[src/rtl/alu_arbiter_if.sv]
// Handshake bundle between the two ALU requesters, the shared ALU and the response consumer.
// The arbiter uses the slave modport; the environment around it uses the master modport.
interface alu_arbiter_if;
  logic       req0_valid;
  logic       req0_ready;
  logic [7:0] req0_a;
  logic [7:0] req0_b;
  logic [3:0] req0_op;
  logic       req1_valid;
  logic       req1_ready;
  logic [7:0] req1_a;
  logic [7:0] req1_b;
  logic [3:0] req1_op;
  logic [7:0] alu_a;
  logic [7:0] alu_b;
  logic [3:0] alu_op;
  logic [7:0] alu_out;
  logic       rsp_valid;
  logic       rsp_ready;
  logic [7:0] rsp_data;
  logic       rsp_id;
  logic       rsp_err;

  modport slave (
    input  req0_valid, req0_a, req0_b, req0_op,
    output req0_ready,
    input  req1_valid, req1_a, req1_b, req1_op,
    output req1_ready,
    output alu_a, alu_b, alu_op,
    input  alu_out,
    output rsp_valid, rsp_data, rsp_id, rsp_err,
    input  rsp_ready
  );

  modport master (
    output req0_valid, req0_a, req0_b, req0_op,
    input  req0_ready,
    output req1_valid, req1_a, req1_b, req1_op,
    input  req1_ready,
    input  alu_a, alu_b, alu_op,
    output alu_out,
    input  rsp_valid, rsp_data, rsp_id, rsp_err,
    output rsp_ready
  );
endinterface

[src/rtl/alu_arbiter.sv]
// Round-robin arbiter that shares one combinational 8-bit ALU between two requesters
// and returns each registered result, tagged with its requester, over a backpressured channel.
module alu_arbiter (
  input  logic           clk,
  input  logic           rst,
  alu_arbiter_if.slave   bus
);

  typedef enum logic {
    IDLE,
    FULL
  } state_t;

  state_t     state;
  state_t     state_next;
  logic       last_grant;
  logic       can_accept;
  logic       grant_valid;
  logic       grant_id;
  logic [7:0] rsp_data_q;
  logic       rsp_id_q;
  logic       rsp_err_q;

  // State and response register; a reload while FULL and drained gives one op per cycle
  always_ff @(posedge clk) begin
    if (rst) begin
      state      <= IDLE;
      rsp_data_q <= 8'h00;
      rsp_id_q   <= 1'b0;
      rsp_err_q  <= 1'b0;
      last_grant <= 1'b1;
    end else begin
      state <= state_next;
      if (grant_valid) begin
        rsp_data_q <= bus.alu_out;
        rsp_id_q   <= grant_id;
        rsp_err_q  <= (bus.alu_op > 4'b1000);
        last_grant <= grant_id;
      end
    end
  end

  always_comb begin
    state_next = state;
    case (state)
      IDLE: begin
        if (grant_valid) state_next = FULL;
      end
      FULL: begin
        if (grant_valid)        state_next = FULL;
        else if (bus.rsp_ready) state_next = IDLE;
      end
      default: state_next = IDLE;
    endcase
  end

  // Grant only when the response slot is free or being drained this cycle
  always_comb begin
    can_accept  = !rst && ((state == IDLE) || bus.rsp_ready);
    grant_valid = can_accept && (bus.req0_valid || bus.req1_valid);
    if (bus.req0_valid && bus.req1_valid) grant_id = ~last_grant;
    else                                  grant_id = bus.req1_valid;

    bus.req0_ready = grant_valid && !grant_id;
    bus.req1_ready = grant_valid && grant_id;

    if (grant_valid && grant_id) begin
      bus.alu_a  = bus.req1_a;
      bus.alu_b  = bus.req1_b;
      bus.alu_op = bus.req1_op;
    end else begin
      bus.alu_a  = bus.req0_a;
      bus.alu_b  = bus.req0_b;
      bus.alu_op = bus.req0_op;
    end

    bus.rsp_valid = (state == FULL);
    bus.rsp_data  = rsp_data_q;
    bus.rsp_id    = rsp_id_q;
    bus.rsp_err   = rsp_err_q;
  end

endmodule
[src/flat_wrapper.sv]
// flat-port wrapper written by rule: the top's interface ports become plain ports
module alu_arbiter_flat 
  (clk, rst, bus_req0_valid, bus_req0_a, bus_req0_b, bus_req0_op, bus_req0_ready, bus_req1_valid, bus_req1_a, bus_req1_b, bus_req1_op, bus_req1_ready, bus_alu_a, bus_alu_b, bus_alu_op, bus_alu_out, bus_rsp_valid, bus_rsp_data, bus_rsp_id, bus_rsp_err, bus_rsp_ready);
  alu_arbiter_if bus_i ();
  input  logic clk;
  input  logic rst;
  input wire logic [$bits(bus_i.req0_valid)-1:0] bus_req0_valid;
  input wire logic [$bits(bus_i.req0_a)-1:0] bus_req0_a;
  input wire logic [$bits(bus_i.req0_b)-1:0] bus_req0_b;
  input wire logic [$bits(bus_i.req0_op)-1:0] bus_req0_op;
  output wire logic [$bits(bus_i.req0_ready)-1:0] bus_req0_ready;
  input wire logic [$bits(bus_i.req1_valid)-1:0] bus_req1_valid;
  input wire logic [$bits(bus_i.req1_a)-1:0] bus_req1_a;
  input wire logic [$bits(bus_i.req1_b)-1:0] bus_req1_b;
  input wire logic [$bits(bus_i.req1_op)-1:0] bus_req1_op;
  output wire logic [$bits(bus_i.req1_ready)-1:0] bus_req1_ready;
  output wire logic [$bits(bus_i.alu_a)-1:0] bus_alu_a;
  output wire logic [$bits(bus_i.alu_b)-1:0] bus_alu_b;
  output wire logic [$bits(bus_i.alu_op)-1:0] bus_alu_op;
  input wire logic [$bits(bus_i.alu_out)-1:0] bus_alu_out;
  output wire logic [$bits(bus_i.rsp_valid)-1:0] bus_rsp_valid;
  output wire logic [$bits(bus_i.rsp_data)-1:0] bus_rsp_data;
  output wire logic [$bits(bus_i.rsp_id)-1:0] bus_rsp_id;
  output wire logic [$bits(bus_i.rsp_err)-1:0] bus_rsp_err;
  input wire logic [$bits(bus_i.rsp_ready)-1:0] bus_rsp_ready;
  assign bus_i.req0_valid = bus_req0_valid;
  assign bus_i.req0_a = bus_req0_a;
  assign bus_i.req0_b = bus_req0_b;
  assign bus_i.req0_op = bus_req0_op;
  assign bus_req0_ready = bus_i.req0_ready;
  assign bus_i.req1_valid = bus_req1_valid;
  assign bus_i.req1_a = bus_req1_a;
  assign bus_i.req1_b = bus_req1_b;
  assign bus_i.req1_op = bus_req1_op;
  assign bus_req1_ready = bus_i.req1_ready;
  assign bus_alu_a = bus_i.alu_a;
  assign bus_alu_b = bus_i.alu_b;
  assign bus_alu_op = bus_i.alu_op;
  assign bus_i.alu_out = bus_alu_out;
  assign bus_rsp_valid = bus_i.rsp_valid;
  assign bus_rsp_data = bus_i.rsp_data;
  assign bus_rsp_id = bus_i.rsp_id;
  assign bus_rsp_err = bus_i.rsp_err;
  assign bus_i.rsp_ready = bus_rsp_ready;
  alu_arbiter u_core (.clk(clk), .rst(rst), .bus(bus_i));
endmodule
[config.mk]
export PLATFORM = sky130hd
export DESIGN_NAME = alu_arbiter_flat
export DESIGN_NICKNAME = d
export VERILOG_FILES = /design/src/rtl/alu_arbiter_if.sv /design/src/rtl/alu_arbiter.sv /design/src/flat_wrapper.sv
export SDC_FILE = /design/constraint.sdc
export NUM_CORES = 1
export LEC_CHECK = 0
export BUFFER_PORTS_ARGS = -buffer_cell sky130_fd_sc_hd__buf_2
export CAP_MARGIN = 10
export CORE_MARGIN = 5
export CORE_UTILIZATION = 30
export DETAILED_ROUTE_END_ITERATION = 8
export GPL_TIMING_DRIVEN = 1
export PLACE_DENSITY_LB_ADDON = 0.05
export SYNTH_ARGS = -nofsm -noshare
export SYNTH_HDL_FRONTEND = slang
export SYNTH_SLANG_ARGS = --single-unit
[constraint.sdc]
create_clock -name clk -period 1.3 [get_ports clk]
set_input_delay 0.065 -clock clk [delete_from_list [all_inputs] [get_ports clk]]
set_output_delay 0.065 -clock clk [all_outputs]
set_load 0.05 [all_outputs]
Word-level counts from Yosys, hierarchy flattened. Index checks and enable logic that the tools add are counted.

Magnitude comparators: 1. Mux-type cells: 8. Bitwise operators: 2. Reduce and logical (&&, ||, !) cells: 9.

Operators by type and width (number): 8-bit two-way mux (2); 1-bit logical AND (5); 4-bit greater-than comparator (second input constant) (1); 1-bit two-way mux (4); 4-bit two-way mux (1); 1-bit logical NOT (2); 1-bit logical OR (2); 1-bit NOT (2); 1-bit one-hot mux with 2 select lines (1).

Flip-flop bits (word level): 12. Bits of input ports: 53. Output and inout bits: 33. Word-level logic and storage cells: 25.

Longest topological paths before layout. Gate-level depths: netlist (run 1).

Depth in word-level cells: 7. Depth in mapped cells: 5. Mapped depth without buffers: 4.

Least setup slack after synthesis (run 1). OpenSTA, ideal clock, no wires.

Path kind: reg2reg. Start point: register u_core.state (netlist: u_core.bus.rsp_valid). End point: register u_core.last_grant. Setup time: 0.158 ns. Data arrival time: 1.983 ns. Required time: 1.142 ns. Slack: -0.842 ns. Stages on the path, launching flop included: 5. Path buffers: 0. Clock period less this slack: 2.142 ns. Path through: dfxtp_1 -> nor2b_4 -> or3_1 -> a21oi_1 -> o21bai_1.

Longest elaborated chain between the ends: 4.

Ends and longest elaborated chain: start: declaration (line alu_arbiter.sv:14) `state_t state;`; start signal: assignment (line alu_arbiter.sv:33) `state <= state_next;`; 1-bit NOT (line alu_arbiter.sv:59) `can_accept = !rst && ((state == IDLE) || bus.rsp_ready);`; 1-bit logical OR (line alu_arbiter.sv:59); 1-bit logical AND (line alu_arbiter.sv:59); 1-bit logical AND (line alu_arbiter.sv:60) `grant_valid = can_accept && (bus.req0_valid || bus.req1_valid);`; end signal: assignment (line alu_arbiter.sv:38) `last_grant <= grant_id;`; end: declaration (line alu_arbiter.sv:16) `logic last_grant;`.

Every way passes these cells. A chain may end at the register's enable or synchronous reset.

Worst setup path in the final report (run 1).
Start point: register u_core.state (netlist: u_core.bus.rsp_valid). End point: output port bus_alu_a[3].

Longest elaborated chain between the ends: 6.

Ends and longest elaborated chain: 1-bit NOT (line alu_arbiter.sv:59); 1-bit logical OR (line alu_arbiter.sv:59); 1-bit logical AND (line alu_arbiter.sv:59); 1-bit logical AND (line alu_arbiter.sv:60); 1-bit logical AND (line alu_arbiter.sv:67) `if (grant_valid && grant_id) begin`; 8-bit two-way mux (line alu_arbiter.sv:67); end: declaration (line flat_wrapper.sv:17) `output wire logic [$bits(bus_i.alu_a)-1:0] bus_alu_a;`.

Every way passes these cells.

==> results of run 1 <==
[cells in the mapped netlist (2+ instances only)]
library cell and n:
o31ai_1 2, nand2_1 9, mux2_2 18, nor2_1 4
buf_6 2, nand2b_1 8, o21ai_0 8, mux2_1 2
a21oi_1 2, dfxtp_1 12
[report_power, final]
part | internal [mW] | total (mW) | switching, mW | leakage [nW]
registers | 0.398 | 0.414 | 0.0153 | 0.100
logic | 0.383 | 0.849 | 0.467 | 0.810
clock network | 0.119 | 0.240 | 0.122 | 0.0150
[cells in the final DEF, fill, tap and decap left out]
master	Yosys	layout
o31ai_1	2	2
buf_8	0	12
clkbuf_4	0	3
inv_1	1	1
buf_12	0	1
mux2i_1	1	1
nand2b_1	8	8
clkbuf_1	1	1
buf_2	1	63
buf_4	0	14
o21ai_0	8	8
mux2_4	0	20
a21o_1	1	1
dfxtp_1	12	11
buf_16	0	1
dlygate4sd3_1	0	8
a2111oi_4	1	1
dfxtp_4	0	1
o21bai_1	1	1
nor3b_1	1	1
buf_6	2	17
nor3_1	1	1
nand2_1	9	9
a21oi_2	0	1
nor2b_4	1	1
a21oi_4	0	1
or3_4	0	1
nor3_4	0	1
nor2_1	4	4
[through the flow]
stage | instance area [um^2] | TNS [ps] | total power [mW]
finish | 1820 | -13170 | 1.50
global route | 1820 | -14930 | 1.58
CTS | 1800 | -12490 | 1.50
detailed placement | 1360 | -7780 | 1.08
global placement | 1360 | -7410 | 1.07
floorplan | 831 | -9000 | 0.877
[critical path, stage by stage, from the launching register on]
cell and delay [ps]:
dfxtp_4 340, nor2b_4 130, a2111oi_4 250, buf_4 210
buf_16 130, mux2_4 310, buf_6 160
[state kept, by name, indices dropped and copies added, names as in the netlist]
name	count
u_core.bus.rsp_data	8
u_core.bus.rsp_id	1
u_core.bus.rsp_valid	1
u_core.bus.rsp_err	1
u_core.last_grant	1
[metal layers]
metal  part of all wire  routed length [um]  vias to the layer above  global-route usage
met1               0.35                1130                      466               0.204
li1                   -                   -                      508                   -
met4              0.013                  41                        0              0.0285
met3              0.081                 260                        4              0.0605
met5                  0                   0                        -                   0
met2               0.55                1760                       44               0.313
[area by class of cell]
type	instances	area (um^2)	area share
repair buffers	116	920	0.506
multi-input cells	62	586	0.322
flip-flops and latches	12	244	0.134
well taps	30	37.5	0.0207
clock buffers	4	26.3	0.0145
inverters	1	3.75	0.00207
[timing repair]
action | CTS | global route
endpoints found under the setup margin | 25 | 25
pin swaps | 1 | 4
endpoints found under the hold margin | 8 | 0
hold buffers | 8 | 0
gates resized for setup | 62 | 12
gates cloned | 3 | 0
setup buffers | 8 | 6
[logic make-up (layout without fill, tap and decap cells)]
| logic type | Yosys count | count (layout) | synth area share |
|---|---|---|---|
| AO/OA/AOI/OAI | 15 | 15 | 0.142 |
| buffers and inverters | 5 | 121 | 0.0461 |
| flip-flops | 12 | 12 | 0.316 |
| multiplexers | 21 | 21 | 0.310 |
| AND/OR/NAND/NOR | 26 | 26 | 0.186 |
[path summary, 6_finish.rpt]
path,slack (ps),end,cells past startpoint,from
hold / removal,180,u_core.bus.rsp_valid$_SDFF_PP0_,4,bus_req1_valid
setup reg to reg,-440,u_core.bus.rsp_id$_SDFFE_PP0P_,9,u_core.bus.rsp_valid$_SDFF_PP0_
setup / recovery,-580,bus_alu_a[3],6,u_core.bus.rsp_valid$_SDFF_PP0_
hold reg to reg,470,u_core.bus.rsp_data[6]$_SDFFE_PP0P_,2,u_core.bus.rsp_data[6]$_SDFFE_PP0P_
==> impl_metrics.py, run 1 <==
metrics = {
    "run_status": {
        "status": "finished with violations",
        "violations": "setup timing",
    },
    "synth": {
        "syn_nets": 132,
        "yosysWarnings": 0,
        "synth_edf_count": 0,
        "synth_async_sr_flop_share": 0,
        "yosys.area.top_type": "dfxtp_1",
        "syn_inst": 79,
        "yosysTopAreaCellShare": 0.316,
        "synth_seq_cells": 12,
        "synthTopCellsByArea": "dfxtp_1 32%, mux2_2 27%, nand2b_1 6.6%",
        "synth_ff_type": "dfxtp_1",
        "synthesis.area_um2": 759,
        "yosysUniqueCellTypes": 22,
        "syn_avg_cell_area_um2": 9.61,
        "ys_seq_area_frac": 0.316,
    },
    "power_and_ir_drop": {
        "p_per_area_nw_per_um2": 828,
        "vdd.ir_drop.worst_mv": 0.880,
        "power.leakage_nw": 0.925,
    },
    "clock_tree": {
        "cts_tree": "done",
        "clock_latency_ps": 270,
        "root_buffer": "clkbuf_4",
        "clk_pin_slew_ps": 80,
        "numCtsBuffers": 3,
        "clkSinkCount": 12,
        "htree_levels": 1,
        "cts_buffer_depth": 2,
    },
    "placed_design": {
        "dp_worst_setup_slack_ps": -386,
        "io_buffers": 85,
        "gp_congestion": 0.732,
        "place_hpwl_um": 2100,
        "numPlacedInstances": 201,
    },
    "routing": {
        "drc": 0,
        "ant_nets": 0,
        "vias": 1022,
        "wl_per_cell_um": 14.2,
        "drt-total-wl_um": 3190,
        "first_iter_violations": 8,
        "routed_via_density": 4.54,
        "drt_first_pass_iters": 2,
    },
    "setup_path": {
        "critPathArrivalTime_ps": 1810,
        "critPathRequiredTime_ps": 1240,
        "critPathKind": "flop to primary output",
        "endpoint_kind": "primary output",
        "cp-start-kind": "flop",
        "crit_fanout": 6,
    },
    "min_path": {
        "hold_class": "input pin to flop",
    },
    "die": {
        "floorplan.initialDensity": 0.309,
        "num_rows": 18,
        "core_area_um2": 2450,
        "dieArea_um2": 3640,
        "fp.dieW_um": 60.3,
        "io-pin-count": 86,
        "fp.dieH_um": 60.3,
    },
    "global_route": {
        "grt_first_pass_wirelength_um": 4840,
        "grt_overflow": 0,
        "antenna_found_initial": 0,
        "grt_pass1_vias": 1093,
        "grt_use_total": 0.175,
        "grt_start_max_net_pins": 15,
    },
    "sta": {
        "finalSetupViolations": 25,
        "worst_slack_ps": -575,
        "min_period_ps": 1880,
        "fmax_mhz": 533,
        "post-route-period-util": 1.44,
        "finalClockSkew_ps": 9.73,
        "slew_violations": 0,
        "worst_pin_slew_ps": 327,
        "rsz0062_at_grt": "true",
        "hold_slack_ps": 183,
        "hold_viol": 0,
        "max-slew-margin-rel": 0.782,
    },
    "cells_and_area": {
        "drive_above_1_share": 0.708,
        "nets": 249,
        "utilization": 0.740,
        "fillCellCount": 178,
        "layout.cells.non_filler": 225,
        "n_antenna_cell": 0,
        "area_delta_synth_final_pct": 139,
    },
    "job": {
        "maxCapViolations": 0,
    },
}
Note: power is estimated with default switching activity, not from simulation.
==> inputs of run 2 (changes only) <==
--- a/config.mk
+++ b/config.mk
@@ -12,2 +12,3 @@
 export DETAILED_ROUTE_END_ITERATION = 8
+export GPL_ROUTABILITY_DRIVEN = 0
 export GPL_TIMING_DRIVEN = 1
==> constraint.sdc (replaced) <==
create_clock -name clk -period 1.3 [get_ports clk]
set_input_delay 0.26 -clock clk [delete_from_list [all_inputs] [get_ports clk]]
set_output_delay 0.26 -clock clk [all_outputs]
set_load 0.05 [all_outputs]
==> run 2 against run 1 <==
The flow still finishes with violations (setup timing). Global-route usage down 2.7 points. Die area unchanged. Combinational power shrank 3.4%. Via count decreased by 2.6%. Critical endpoint is now bus_alu_op[1]. Largest cell class unchanged. Largest power group unchanged. Highest routed layer is now met3.
==> impl_metrics.py, run 2 (same netlist as run 1, synthesis figures left out) <==
metrics = {
    "run_status": {
        "status": "finished with violations",
        "violations": "setup timing",
    },
    "die": {
        "io-pin-count": 86,
        "num_rows": 18,
        "dieArea_um2": 3640,
        "fp.dieH_um": 60.3,
        "floorplan.initialDensity": 0.309,
        "fp.dieW_um": 60.3,
        "core_area_um2": 2450,
    },
    "global_route": {
        "grt_first_pass_wirelength_um": 4150,
        "grt_use_total": 0.149,
        "grt_pass1_vias": 972,
        "antenna_found_initial": 0,
        "grt_start_max_net_pins": 15,
        "grt_overflow": 0,
    },
    "power_and_ir_drop": {
        "p_seq_frac": 0.272,
        "p_sw_frac": 0.391,
        "power.total_mw": 1.52,
        "vdd.ir_drop.worst_mv": 0.634,
        "p_sw_mw": 0.596,
        "p_int_mw": 0.929,
        "combinationalPowerShare": 0.538,
        "p_per_area_nw_per_um2": 868,
        "power.leakage_nw": 0.897,
        "power_frac_clock": 0.190,
    },
    "cells_and_area": {
        "layout.cells.non_filler": 220,
        "design_area_um2": 1760,
        "nets": 244,
        "drive_above_1_share": 0.763,
        "mostFrequentLayoutCells": "64 x buf_2, 33 x buf_6, 15 x mux2_4",
        "largest_reg_flops": 8,
        "area_delta_synth_final_pct": 131,
        "final_common_cell": "buf_2",
        "n_antenna_cell": 0,
    },
    "clock_tree": {
        "clkSinkCount": 12,
        "numCtsBuffers": 3,
        "cts_buffer_depth": 2,
        "htree_levels": 1,
        "root_buffer": "clkbuf_4",
        "clk_pin_slew_ps": 70,
        "clock_latency_ps": 270,
        "cts_tree": "done",
    },
    "routing": {
        "vias": 995,
        "ant_nets": 0,
        "drc": 0,
        "first_iter_violations": 13,
        "routed_via_density": 4.52,
        "met3WireLength_um": 275,
        "drt-total-wl_um": 2960,
        "wl_per_cell_um": 13.4,
        "maxUsedRoutingLayer": "met3",
        "drt_first_pass_iters": 2,
        "met2_wirelength_um": 1580,
        "wl_met1_um": 1100,
    },
    "sta": {
        "worst_slack_ps": -755,
        "finalClockSkew_ps": 0.540,
        "worst_pin_slew_ps": 289,
        "hold_slack_ps": 183,
        "post-route-period-util": 1.58,
        "hold_viol": 0,
        "rsz0062_at_grt": "true",
        "min_period_ps": 2060,
        "max-slew-margin-rel": 0.807,
        "finalSetupViolations": 33,
        "slew_violations": 0,
        "finalSetupTns_ps": -17360,
        "fmax_mhz": 487,
    },
    "placed_design": {
        "place_hpwl_um": 2090,
        "io_buffers": 85,
        "detailed_place.area_um2": 1370,
        "numPlacedInstances": 202,
    },
    "setup_path": {
        "crit_path_cell_trace": "nor2b_4 -> a2111oi_4 -> buf_4 -> buf_12 -> mux2_2 -> buf_6",
        "cp-start-kind": "flop",
        "critPathArrivalTime_ps": 1800,
        "crit_fanout": 6,
        "endpoint_kind": "primary output",
        "critPathRequiredTime_ps": 1040,
        "slowest_stage": "dfxtp_4",
        "reg2reg_slack_ps": -410,
        "critPathKind": "flop to primary output",
        "slowest_delay_ps": 340,
    },
    "job": {
        "maxCapViolations": 0,
    },
    "min_path": {
        "hold_class": "input pin to flop",
    },
}
## run 2: cell type report
class                      instances  area (um^2)
multi-input combinational         62          574
timing repair buffer             111          860
inverter                           1         3.75
clock buffer                       4         36.3
tap                               30         37.5
fill                             196          699
sequential                        12          244
## run 2: repair_timing
item / in CTS / in global routing
hold buffers: 0 / 0
buffers inserted: 6 / 6
resized for setup: 51 / 24
endpoints found under the setup margin: 25 / 29
pin swaps: 3 / 4
gates cloned: 2 / 3
## run 2: power groups by stage
stage	Combinational, mW	Clock (mW)	Sequential [mW]
global placement	0.650	0	0.421
finish	0.820	0.290	0.415
floorplan	0.353	0	0.524
global route	0.860	0.322	0.420
detailed placement	0.658	0	0.423
CTS	0.774	0.308	0.415
## run 2: routing by layer
metal / GRT usage / vias to the layer above
met5: 0 / -
met4: 0.0190 / 0
met3: 0.0626 / 0
met2: 0.279 / 40
met1: 0.158 / 454
li1: - / 501
## run 2: final timing paths
kind	start	endpoint	cells past startpoint
worst max-delay path	u_core.bus.rsp_valid$_SDFF_PP0_	bus_alu_op[1]	6
worst min-delay path	bus_alu_out[6]	u_core.bus.rsp_data[6]$_SDFFE_PP0P_	3
worst max register to register	u_core.bus.rsp_valid$_SDFF_PP0_	u_core.last_grant$_SDFFE_PP1P_	9
worst min register to register	u_core.bus.rsp_data[2]$_SDFFE_PP0P_	u_core.bus.rsp_data[2]$_SDFFE_PP0P_	2
## run 2: critical path: cells and delay by family, from the launching register on
kind / cells / cell delay (ps)
buffers and inverters: 3 / 500
AO/OA/AOI/OAI: 1 / 220
multiplexers: 1 / 340
flip-flops: 1 / 340
AND/OR/NAND/NOR: 1 / 130
## run 2: per-stage QoR
stage	setup WS, ps	util
floorplan	-658	-
global placement	-556	0.556
detailed placement	-582	0.556
CTS	-774	0.671
global route	-818	0.715
finish	-755	0.715
